[config.mk]
export PLATFORM = sky130hd
export DESIGN_NAME = mac_rx_slot_sched
export DESIGN_NICKNAME = d
export VERILOG_FILES = /design/src/rtl/mac_rx_pkg.sv /design/src/rtl/mac_rx_desc_fifo.sv /design/src/rtl/mac_rx_slot_sched.sv
export SDC_FILE = /design/constraint.sdc
export NUM_CORES = 1
export LEC_CHECK = 0
export ABC_AREA = 1
export ABC_CLOCK_PERIOD_IN_PS = 3550
export CAP_MARGIN = 20
export CORE_UTILIZATION = 40
export DETAILED_ROUTE_END_ITERATION = 10
export SLEW_MARGIN = 20
export SYNTH_ARGS = -nofsm -noshare
export SYNTH_HDL_FRONTEND = slang
export SYNTH_SLANG_ARGS = --single-unit
[constraint.sdc]
create_clock -name mac_clk_i -period 3.55 [get_ports mac_clk_i]
set_input_delay 0.71 -clock mac_clk_i [delete_from_list [all_inputs] [get_ports mac_clk_i]]
set_output_delay 0.71 -clock mac_clk_i [all_outputs]
set_load 0.05 [all_outputs]
[src/rtl/mac_rx_pkg.sv]
// Shared types, geometry and helpers for the MAC RX slot scheduler.
// The buffer geometry is fixed here so that the descriptor struct and
// every module that imports it agree on field widths.
package mac_rx_pkg;

  localparam int NUM_SLOTS   = 4;
  localparam int SLOT_ADDR_W = 9;
  localparam int DAT_W       = 32;
  localparam int BEN_W       = 2;
  localparam int SLOT_W      = $clog2(NUM_SLOTS);
  localparam int LEN_W       = SLOT_ADDR_W + 1;
  localparam int ADDR_W      = SLOT_W + SLOT_ADDR_W;
  localparam int SLOT_WORDS  = 1 << SLOT_ADDR_W;

  typedef enum logic [1:0] {
    ST_IDLE  = 2'd0,
    ST_WRITE = 2'd1,
    ST_DROP  = 2'd2
  } rx_state_e;

  typedef struct packed {
    logic [SLOT_W-1:0] slot;
    logic [LEN_W-1:0]  len;
    logic [BEN_W-1:0]  lastben;
    logic              trunc;
  } pkt_desc_t;

  // Byte-enable code to data mask: code n keeps the n+1 low-order bytes.
  function automatic logic [DAT_W-1:0] ben_to_mask(input logic [BEN_W-1:0] ben);
    logic [DAT_W-1:0] mask;
    mask = '0;
    for (int b = 0; b < DAT_W / 8; b++) begin
      if (b <= int'(ben)) begin
        mask[b*8 +: 8] = 8'hFF;
      end else begin
        mask[b*8 +: 8] = 8'h00;
      end
    end
    return mask;
  endfunction

endpackage

[src/rtl/mac_rx_desc_fifo.sv]
// In-order queue of committed packet descriptors, first-word-fall-through.
// The head entry and its valid flag are registered; the next head is
// computed ahead of the edge so a pop and push in the same cycle on a
// single-entry queue hands the new descriptor straight to the head.
module mac_rx_desc_fifo
  import mac_rx_pkg::*;
#(
  parameter int DEPTH = NUM_SLOTS
) (
  input  logic      mac_clk_i,
  input  logic      ARESETN,
  input  logic      push,
  input  pkt_desc_t push_desc,
  input  logic      pop,
  output logic      head_valid,
  output pkt_desc_t head_desc
);

  localparam int PTR_W = $clog2(DEPTH);
  localparam int CNT_W = PTR_W + 1;

  pkt_desc_t        mem_r [DEPTH];
  logic [PTR_W-1:0] rd_ptr_r;
  logic [PTR_W-1:0] wr_ptr_r;
  logic [PTR_W-1:0] rd_ptr_s;
  logic [CNT_W-1:0] count_r;
  logic [CNT_W-1:0] count_s;
  logic             do_pop_s;
  logic             valid_r;
  pkt_desc_t        head_r;
  pkt_desc_t        head_s;

  // Next occupancy, read pointer and head entry.
  always_comb begin
    do_pop_s = pop & valid_r;
    rd_ptr_s = do_pop_s ? (rd_ptr_r + PTR_W'(1)) : rd_ptr_r;
    case ({push, do_pop_s})
      2'b10:   count_s = count_r + CNT_W'(1);
      2'b01:   count_s = count_r - CNT_W'(1);
      default: count_s = count_r;
    endcase
    if (count_s == CNT_W'(0)) begin
      head_s = '0;
    end else if (push && (wr_ptr_r == rd_ptr_s)) begin
      head_s = push_desc;
    end else begin
      head_s = mem_r[rd_ptr_s];
    end
  end

  // Descriptor storage; entries are only read after being written.
  always_ff @(posedge mac_clk_i) begin
    if (push) begin
      mem_r[wr_ptr_r] <= push_desc;
    end
  end

  // Pointers, occupancy and registered head.
  always_ff @(posedge mac_clk_i) begin
    if (!ARESETN) begin
      rd_ptr_r <= '0;
      wr_ptr_r <= '0;
      count_r  <= '0;
      valid_r  <= 1'b0;
      head_r   <= '0;
    end else begin
      wr_ptr_r <= push ? (wr_ptr_r + PTR_W'(1)) : wr_ptr_r;
      rd_ptr_r <= rd_ptr_s;
      count_r  <= count_s;
      valid_r  <= (count_s != CNT_W'(0));
      head_r   <= head_s;
    end
  end

  assign head_valid = valid_r;
  assign head_desc  = head_r;

endmodule

[src/rtl/mac_rx_slot_sched.sv]
// MAC RX stream scheduler into a slotted packet buffer.
// One packet per slot; packets arriving with no free slot are dropped.
// A slot leaves the free map when the packet starts and returns when the
// consumer releases the descriptor. If a packet's first beat lacks sop,
// the slot is kept (held) and reused by the following packet.
module mac_rx_slot_sched
  import mac_rx_pkg::*;
(
  input  logic                 mac_clk_i,
  input  logic                 ARESETN,
  input  logic [DAT_W-1:0]     mac_rxd_i,
  input  logic [BEN_W-1:0]     mac_ben_i,
  input  logic                 mac_rxda_i,
  input  logic                 mac_rxsop_i,
  input  logic                 mac_rxeop_i,
  input  logic                 mac_rxdv_i,
  output logic                 mac_rxrqrd_o,
  output logic                 wr_en_o,
  output logic [ADDR_W-1:0]    wr_addr_o,
  output logic [DAT_W-1:0]     wr_data_o,
  output logic                 pkt_valid_o,
  output logic [SLOT_W-1:0]    pkt_slot_o,
  output logic [LEN_W-1:0]     pkt_len_o,
  output logic [BEN_W-1:0]     pkt_lastben_o,
  output logic                 pkt_trunc_o,
  input  logic                 pkt_release_i,
  output logic [31:0]          pkt_count_o,
  output logic [15:0]          drop_count_o
);

  rx_state_e             state_r;
  logic                  rqrd_r;
  logic                  held_r;
  logic                  trunc_r;
  logic [SLOT_W-1:0]     slot_r;
  logic [LEN_W-1:0]      ptr_r;
  logic [NUM_SLOTS-1:0]  free_r;
  logic [NUM_SLOTS-1:0]  free_s;
  logic                  wr_en_r;
  logic [ADDR_W-1:0]     wr_addr_r;
  logic [DAT_W-1:0]      wr_data_r;
  logic [31:0]           pkt_count_r;
  logic [15:0]           drop_count_r;

  logic                  alloc_found_s;
  logic [SLOT_W-1:0]     alloc_idx_s;
  logic                  alloc_take_s;
  logic                  in_write_s;
  logic                  first_bad_s;
  logic                  wr_beat_s;
  logic                  room_s;
  logic                  write_s;
  logic                  commit_s;
  logic                  drop_s;
  logic                  trunc_s;
  logic                  release_s;
  logic [LEN_W-1:0]      eff_ptr_s;
  logic [LEN_W-1:0]      len_s;
  logic [DAT_W-1:0]      data_mask_s;
  pkt_desc_t             push_desc_s;
  pkt_desc_t             head_desc_s;
  logic                  head_valid_s;

  // Lowest-index free slot (priority encoder over the free map).
  always_comb begin
    alloc_found_s = 1'b0;
    alloc_idx_s   = '0;
    for (int i = NUM_SLOTS - 1; i >= 0; i--) begin
      alloc_found_s = alloc_found_s | free_r[i];
      alloc_idx_s   = free_r[i] ? SLOT_W'(i) : alloc_idx_s;
    end
  end

  // Per-beat decode: pointer restart on sop, slot-size truncation, commit/drop.
  always_comb begin
    in_write_s   = (state_r == ST_WRITE) && mac_rxdv_i;
    first_bad_s  = in_write_s && (ptr_r == LEN_W'(0)) && !mac_rxsop_i;
    wr_beat_s    = in_write_s && !first_bad_s;
    eff_ptr_s    = mac_rxsop_i ? LEN_W'(0) : ptr_r;
    room_s       = ~eff_ptr_s[SLOT_ADDR_W];
    write_s      = wr_beat_s && room_s;
    commit_s     = wr_beat_s && mac_rxeop_i;
    drop_s       = ((state_r == ST_DROP) && mac_rxdv_i && mac_rxeop_i) ||
                   (first_bad_s && mac_rxeop_i);
    trunc_s      = (mac_rxsop_i ? 1'b0 : trunc_r) | ~room_s;
    len_s        = room_s ? (eff_ptr_s + LEN_W'(1)) : eff_ptr_s;
    data_mask_s  = mac_rxeop_i ? ben_to_mask(mac_ben_i) : '1;
    release_s    = pkt_release_i && head_valid_s;
    alloc_take_s = (state_r == ST_IDLE) && mac_rxda_i && !held_r && alloc_found_s;
    push_desc_s.slot    = slot_r;
    push_desc_s.len     = len_s;
    push_desc_s.lastben = mac_ben_i;
    push_desc_s.trunc   = trunc_s;
  end

  // Free map update: allocation clears a bit, release sets the head's bit.
  always_comb begin
    free_s                    = free_r;
    free_s[alloc_idx_s]       = free_s[alloc_idx_s] & ~alloc_take_s;
    free_s[head_desc_s.slot]  = free_s[head_desc_s.slot] | release_s;
  end

  // Slot free map register.
  always_ff @(posedge mac_clk_i) begin
    if (!ARESETN) begin
      free_r <= '1;
    end else begin
      free_r <= free_s;
    end
  end

  // RX FSM with registered read request, write port and counters.
  always_ff @(posedge mac_clk_i) begin
    if (!ARESETN) begin
      state_r      <= ST_IDLE;
      rqrd_r       <= 1'b0;
      held_r       <= 1'b0;
      trunc_r      <= 1'b0;
      slot_r       <= '0;
      ptr_r        <= '0;
      wr_en_r      <= 1'b0;
      wr_addr_r    <= '0;
      wr_data_r    <= '0;
      pkt_count_r  <= 32'd0;
      drop_count_r <= 16'd0;
    end else begin
      wr_en_r <= write_s;
      if (write_s) begin
        wr_addr_r <= {slot_r, eff_ptr_s[SLOT_ADDR_W-1:0]};
        wr_data_r <= mac_rxd_i & data_mask_s;
      end
      if (commit_s) begin
        pkt_count_r <= pkt_count_r + 32'd1;
      end
      if (drop_s && (drop_count_r != 16'hFFFF)) begin
        drop_count_r <= drop_count_r + 16'd1;
      end
      case (state_r)
        ST_IDLE: begin
          rqrd_r <= mac_rxda_i;
          if (mac_rxda_i) begin
            if (held_r || alloc_found_s) begin
              slot_r  <= held_r ? slot_r : alloc_idx_s;
              held_r  <= 1'b1;
              ptr_r   <= '0;
              trunc_r <= 1'b0;
              state_r <= ST_WRITE;
            end else begin
              state_r <= ST_DROP;
            end
          end
        end
        ST_WRITE: begin
          rqrd_r <= mac_rxda_i;
          if (mac_rxdv_i) begin
            if (first_bad_s) begin
              // Stray continuation: discard it but keep the slot for later.
              if (mac_rxeop_i) begin
                rqrd_r  <= 1'b0;
                state_r <= ST_IDLE;
              end else begin
                state_r <= ST_DROP;
              end
            end else begin
              ptr_r   <= len_s;
              trunc_r <= trunc_s;
              if (mac_rxeop_i) begin
                rqrd_r  <= 1'b0;
                held_r  <= 1'b0;
                state_r <= ST_IDLE;
              end
            end
          end
        end
        ST_DROP: begin
          rqrd_r <= mac_rxda_i;
          if (mac_rxdv_i && mac_rxeop_i) begin
            rqrd_r  <= 1'b0;
            state_r <= ST_IDLE;
          end
        end
        default: begin
          rqrd_r  <= 1'b0;
          state_r <= ST_IDLE;
        end
      endcase
    end
  end

  mac_rx_desc_fifo #(
    .DEPTH (NUM_SLOTS)
  ) u_desc_fifo (
    .mac_clk_i  (mac_clk_i),
    .ARESETN    (ARESETN),
    .push       (commit_s),
    .push_desc  (push_desc_s),
    .pop        (release_s),
    .head_valid (head_valid_s),
    .head_desc  (head_desc_s)
  );

  assign mac_rxrqrd_o  = rqrd_r;
  assign wr_en_o       = wr_en_r;
  assign wr_addr_o     = wr_addr_r;
  assign wr_data_o     = wr_data_r;
  assign pkt_valid_o   = head_valid_s;
  assign pkt_slot_o    = head_desc_s.slot;
  assign pkt_len_o     = head_desc_s.len;
  assign pkt_lastben_o = head_desc_s.lastben;
  assign pkt_trunc_o   = head_desc_s.trunc;
  assign pkt_count_o   = pkt_count_r;
  assign drop_count_o  = drop_count_r;

endmodule
# Yosys cells after proc, flatten, opt, wreduce, memory -nomap -nowiden

Memory sizes are Yosys's and may differ from the RTL's. A register that Yosys moved wholly into a read port is not among the register bits.
Cells that the tools add are included.

Equality and inequality tests: 12
Bitwise operators: 12
Order comparisons: 7
Mux-type cells: 53
$add $sub $neg: 7
Reduce and logical (&&, ||, !) cells: 32

Operators with widths:

| cell                                                       | count |
|---|---|
| two-way mux 10 bit                                         | 6 |
| adder 32 x 1 -> 32 bit, second input constant              | 1 |
| AND 32 bit                                                 | 1 |
| two-way mux 32 bit                                         | 1 |
| two-way mux 2 bit                                          | 12 |
| two-way mux 8 bit                                          | 3 |
| case mux 10 bit (2 select lines)                           | 1 |
| two-way mux 1 bit                                          | 19 |
| logical AND 1 bit                                          | 17 |
| adder 16 x 1 -> 16 bit, second input constant              | 1 |
| != test 16 bit, second input constant                      | 1 |
| adder 10 x 1 -> 10 bit, second input constant              | 1 |
| logical NOT 10 bit                                         | 1 |
| bitwise mux 4 bit                                          | 2 |
| != test 2 bit, second input constant                       | 4 |
| AND reduction 4 bit                                        | 2 |
| less-than comparator 2 x 3 -> 1 bit, second input constant | 2 |
| case mux 2 bit (3 select lines)                            | 1 |
| case mux 3 bit (2 select lines)                            | 1 |
| AND reduction 6 bit                                        | 1 |
| bitwise OR 1 bit                                           | 5 |
| AND reduction 5 bit                                        | 1 |
| adder 2 x 1 -> 2 bit, second input constant                | 2 |
| binary-select mux 1 bit (select 2 bit)                     | 2 |
| 21 further kinds                                           | 35 |

Bits in registers: 121
Memories kept: 1
Input port bits: 41
Output and inout port bits: 109
Logic and storage cells: 140
Bits in writable memories: 60

Memory list:

| memory            | depth | width | read ports | clocked after memory_dff | write ports | line                   | source |
|---|---|---|---|---|---|---|---|
| u_desc_fifo.mem_r | 4     | 15    | 1          | 1                        | 1           | mac_rx_desc_fifo.sv:22 | `pkt_desc_t mem_r [DEPTH];` |

# Depth between registers and ports, before layout

Depth in word-level cells: 13
Mapped depth: 19
Gate-level depth less buffers: 16

# Hierarchy

Synthesis repeated with hierarchy kept, for this count alone.

Cells, all modules: 1276
Area, all modules: 9580.4 µm²

By module, submodules not included:

| module            | cells an instance | instances | area an instance (µm²) | sequential area each (µm²) |
|---|---|---|---|---|
| mac_rx_slot_sched | 917               | 1         | 5967.0                 | 2262.2 |
| mac_rx_desc_fifo  | 359               | 1         | 3613.5                 | 2262.2 |

# Worst setup path before layout

Ideal clock, no wire load.

Path kind: input -> register
Start: input mac_rxsop_i
End: register u_desc_fifo.head_r, in the netlist u_desc_fifo.head_desc[3]
Stages: 17
Data arrival time: 2956 ps
Buffers on the path: 3
Required time: 3437 ps
Setup time: 113 ps
Slack: 481 ps
Cell sequence: buf_6 nor2_2 nand2_1 nor2_2 nand2_4 nand3_4 buf_2 ha_1 inv_1 fa_1 nand2_1 o21a_1 o21ai_0 nand2_1 buf_2 nand2_1 nor2_1

Longest elaborated chain between the ends: 9
Elaborated cells between the ends (all ways): 10
Classes of those cells: 2 x eq/ne; 1 x mux; 7 x reduce/logical

RTL lines:

| item                                                                       | line                    | source |
|---|---|---|
| from (decl)                                                                | mac_rx_slot_sched.sv:14 | `input logic mac_rxsop_i,` |
| logical NOT 1 bit *                                                        | mac_rx_slot_sched.sv:77 | `first_bad_s = in_write_s && (ptr_r == LEN_W'(0)) && !mac_rxsop_i;` |
| logical AND 1 bit *                                                        | mac_rx_slot_sched.sv:77 |  |
| logical NOT 1 bit *                                                        | mac_rx_slot_sched.sv:78 | `wr_beat_s = in_write_s && !first_bad_s;` |
| logical AND 1 bit *                                                        | mac_rx_slot_sched.sv:78 |  |
| logical AND 1 bit *                                                        | mac_rx_slot_sched.sv:82 | `commit_s = wr_beat_s && mac_rxeop_i;` |
| equality test 2 x 1 -> 1 bit / equality test 2 bit (equally long branches) | mac_rx_desc_fifo.sv:37  | `case ({push, do_pop_s})` |
| case mux 3 bit (2 select lines) *                                          | mac_rx_desc_fifo.sv:37  |  |
| logical NOT 3 bit *                                                        | mac_rx_desc_fifo.sv:42  | `if (count_s == CNT_W'(0)) begin` |
| OR reduction 2 bit (no source line) *                                      | --                      |  |
| to (signal assigned)                                                       | mac_rx_desc_fifo.sv:71  | `head_r <= head_s;` |
| to (decl)                                                                  | mac_rx_desc_fifo.sv:30  | `pkt_desc_t head_r;` |

Every way passes the cells marked *; elsewhere a longest branch is shown, timed or not.
A chain may end at the register's enable or synchronous reset.

# Final worst setup path

Start: input mac_rxdv_i
End: register u_desc_fifo.head_r, in the netlist u_desc_fifo.head_desc[9]

Longest elaborated chain between the ends: 10
Elaborated cells between the ends (all ways): 11
Classes of those cells: 2 x eq/ne; 1 x mux; 8 x reduce/logical

RTL lines:

| item                                                                       | line                    | source |
|---|---|---|
| from (decl)                                                                | mac_rx_slot_sched.sv:16 | `input logic mac_rxdv_i,` |
| logical AND 1 bit *                                                        | mac_rx_slot_sched.sv:76 | `in_write_s = (state_r == ST_WRITE) && mac_rxdv_i;` |
| logical AND 1 bit (2 in a row)                                             | mac_rx_slot_sched.sv:77 |  |
| logical NOT 1 bit                                                          | mac_rx_slot_sched.sv:78 |  |
| logical AND 1 bit *                                                        | mac_rx_slot_sched.sv:78 |  |
| logical AND 1 bit *                                                        | mac_rx_slot_sched.sv:82 |  |
| equality test 2 x 1 -> 1 bit / equality test 2 bit (equally long branches) | mac_rx_desc_fifo.sv:37  |  |
| case mux 3 bit (2 select lines) *                                          | mac_rx_desc_fifo.sv:37  |  |
| logical NOT 3 bit *                                                        | mac_rx_desc_fifo.sv:42  |  |
| OR reduction 2 bit (no source line) *                                      | --                      |  |

Marked as above.

==> results.txt <==
Hold buffers post-CTS: 0
Clock transition at path regs: 70 ps
Synthesized Nets: 1,298
DRC viols: 0
Comb pwr share: 0.222
Slew HR: 0.547
Fill cell count: 2,278
Ys async rst share: 0
FP Rows: 55
Netlist cell types: 40
Via density: 4.87
Placed Instance Area: 11,000 um2
Power Total: 5.65 mW
CTS H-tree depth: 4
Final setup viols: 0
Crit-path max cell delay: 510 ps
Worst-skew pair later-pin latency: 440 ps
IO Pins: 150
Die Y: 154 um
Status: finished clean
Category of the critical setup timing path: in2reg
Pint: 3.76 mW
Initial antenna violation count: 0
CP top delay family: simple AND/OR/NAND/NOR gates
Crit path cell chain: clkdlybuf4s50_1 -> nand3_1 -> nor2_2 -> nand2_4 -> nand3_4 -> ha_1 -> inv_1 -> fa_1 -> nand2_1 -> nand3_1 -> xnor2_1 -> nand2_1 -> nand2_1 -> buf_4 -> nand2_1 -> nor2_1
Final HPWL DP: 16,300 um
Hold Crit Class: reg2reg
Root buffer cell: clkbuf_16
Clock sink count: 196
Core area: 22,700 um2
Sequential Power Share: 0.445
CTS buffer count: 17
Max Cap Viol: 0
Worst Hold Depth: 2
Clock Skew: 10.2 ps
Gpl congestion: 0.891
Syn-to-layout area delta: 24.9%
Pins Over Slew Limit: 0
Starting Density: 0.409
Max Clk Rate: 342 MHz
CTS tree: yes
RSZ-0062 raised after global routing: false
CTS-repair resized insts: 0
Post-CTS Setup Inserts: 0
NetSw: 1.89 mW
Vias in the first global route: 7,504
# diodes: 0
Port Buffers: 149
Synthesized area per cell: 7.44 um2
Final Instance Area: 11,600 um2
Clk pwr share: 0.333
ANT nets after route: 0
Total gr overflow: 0
Share of cells above drive strength 1: 0.0542
Post-synthesis instance total: 1,248
WP depth: 16
R2R cell count: 16
Via count: 8,223
Post-layout nets: 1,441
Number of synthesized register bits: 196
CP max stage cell: clkdlybuf4s50_1
Buf/Inv on CP: 3
GRT Total Usage: 0.201
PwrDens: 487 nW/um2
Slew @ Worst Pin: 677 ps
Pre-antenna DRT Iters: 5
Period Utilization, post-route: 0.823
Die Footprint: 23,800 um2
Largest net degree at the start of global routing: 48
Final wirelength: 23,700 um
Arr. time, crit path: 3290 ps
Crit path top cell by count: nand2_1
Synth warn: 0
First-pass GRT wire length: 38,300 um
Setup crit end kind: flop
PnR worst setup slack: 630 ps
Critical path data required time: 3920 ps
Sequential share of the synthesized area: 0.487
1st-iter DRT viols: 456
CTS Buffer Depth: 2
Mapped cell area: 9280 um2
CP max FO: 16
Dpl ws: 177 ps
Final TNS setup: 0 ps
CP Launch Type: primary input
Chip Width: 154 um
Core Util, Final: 0.511
Switching part of the total: 0.334
Final min period: 2920 ps
Hold Fails Final Rpt: 0
LEAKAGE: 4.50 nW
Routed WL per cell: 14.0 um
Number of flops mapped to enable cells by yosys: 60
Top_reg_cell synth: dfxtp_1
VDD IR max: 0.303 mV
## metrics by stage
step | hold WS (ps) | std cells
2_1_floorplan | 436 | 1248
3_3_place_gp | 452 | 1657
3_5_place_dp | 459 | 1657
4_1_cts | 470 | 1688
5_1_grt | 492 | 1688
6_report | 469 | 1688
## synth_stat cells, types with 6 or more instances
library cell  count  share of area
nand2_1         363           0.15
nor2_1          194          0.078
dfxtp_1         136           0.29
inv_1           120          0.049
nand3_1          87          0.047
o21ai_0          78          0.042
a21oi_1          67          0.036
edfxtp_1         60           0.19
buf_2            17         0.0092
xor2_1           17          0.016
clkbuf_1         15         0.0061
nand4_1          13         0.0088
ha_1              8          0.011
nand3b_1          8         0.0065
nand2_2           7         0.0047
o21ai_1           7         0.0038
nor2_2            6         0.0040
xnor2_1           6         0.0057
## power groups by stage
| stage | sequential, mW | clock, mW | combinational [mW] |
|---|---|---|---|
| finish | 2.51 | 1.88 | 1.25 |
| floorplan | 2.87 | 0 | 0.547 |
| detailed placement | 2.56 | 0 | 1.26 |
| CTS | 2.51 | 1.92 | 1.26 |
| global route | 2.53 | 2.00 | 1.38 |
| global placement | 2.56 | 0 | 1.25 |
## placed cells by master, fill, tap and decap left out, drive strengths merged
| master | n |
|---|---|
| inv | 131 |
| a2bb2oi | 1 |
| o21a | 2 |
| o311ai | 2 |
| and3 | 1 |
| xnor2 | 6 |
| o21ai | 85 |
| a21oi | 68 |
| ha | 8 |
| nor3 | 2 |
| o221ai | 1 |
| edfxtp | 60 |
| buf | 19 |
| clkbuf | 17 |
| nand3b | 8 |
| clkdlybuf4s50 | 148 |
| fa | 1 |
| xor2 | 17 |
| dfxtp | 136 |
| nand4 | 14 |
| clkinv | 5 |
| nor2 | 202 |
| nor3b | 1 |
| nand2 | 371 |
| or2 | 1 |
| nand3 | 91 |
| o21bai | 3 |
| clkinvlp | 2 |
## final cells by class
cell class / instances / area (um2) / share of cell area
Clock buffer: 17 / 425 / 0.0367
Timing Repair Buffer: 167 / 1620 / 0.140
Clock inverter: 14 / 145 / 0.0125
Inverter: 124 / 465 / 0.0401
Tap cell: 285 / 357 / 0.0308
Multi-Input combinational cell: 885 / 4060 / 0.350
Sequential cell: 196 / 4520 / 0.390
## logic make-up (layout without fill, tap and decap cells)
family | after synthesis | in the layout | synth area share
AOI/OAI and AO/OA | 162 | 162 | 0.0907
xor gates and xnor gates | 23 | 23 | 0.0217
adders and majority gates | 9 | 9 | 0.0129
DFF | 196 | 196 | 0.487
buffers and inverters | 167 | 322 | 0.0756
and+or+nand+nor | 691 | 691 | 0.312
## worst paths after layout
check / start / end / slack, ps
worst max register to register: ptr_r[9] / u_desc_fifo.head_desc[9] / 990
worst min register to register: wr_addr_o[6] / wr_addr_o[6] / 470
worst max-delay path: mac_rxdv_i / u_desc_fifo.head_desc[9] / 630
worst min-delay path: wr_addr_o[6] / wr_addr_o[6] / 470
## routing by layer
layer  wire length [um]  global-route usage
met1              11500               0.270
met2              10800               0.326
met3               1220              0.0516
met4                154              0.0396
met5                  0                   0
## tightest hold or removal path, stage by stage, from the launching register on
cell and delay (ps):
dfxtp_1 310, nand2_1 60, a21oi_1 50
## registers in the layout, summed over array words and instances, names as in the netlist
signal / cells
u_desc_fifo.mem_r: 60
pkt_count_o: 32
wr_data_o: 32
drop_count_o: 16
u_desc_fifo.head_desc: 15
wr_addr_o: 11
ptr_r: 10
free_r: 4
u_desc_fifo.count_r: 3
slot_r: 2
state_r: 2
u_desc_fifo.rd_ptr_r: 2
u_desc_fifo.wr_ptr_r: 2
held_r: 1
mac_rxrqrd_o: 1
trunc_r: 1
u_desc_fifo.head_valid: 1
wr_en_o: 1
Note: power is estimated with default switching activity, not from simulation.
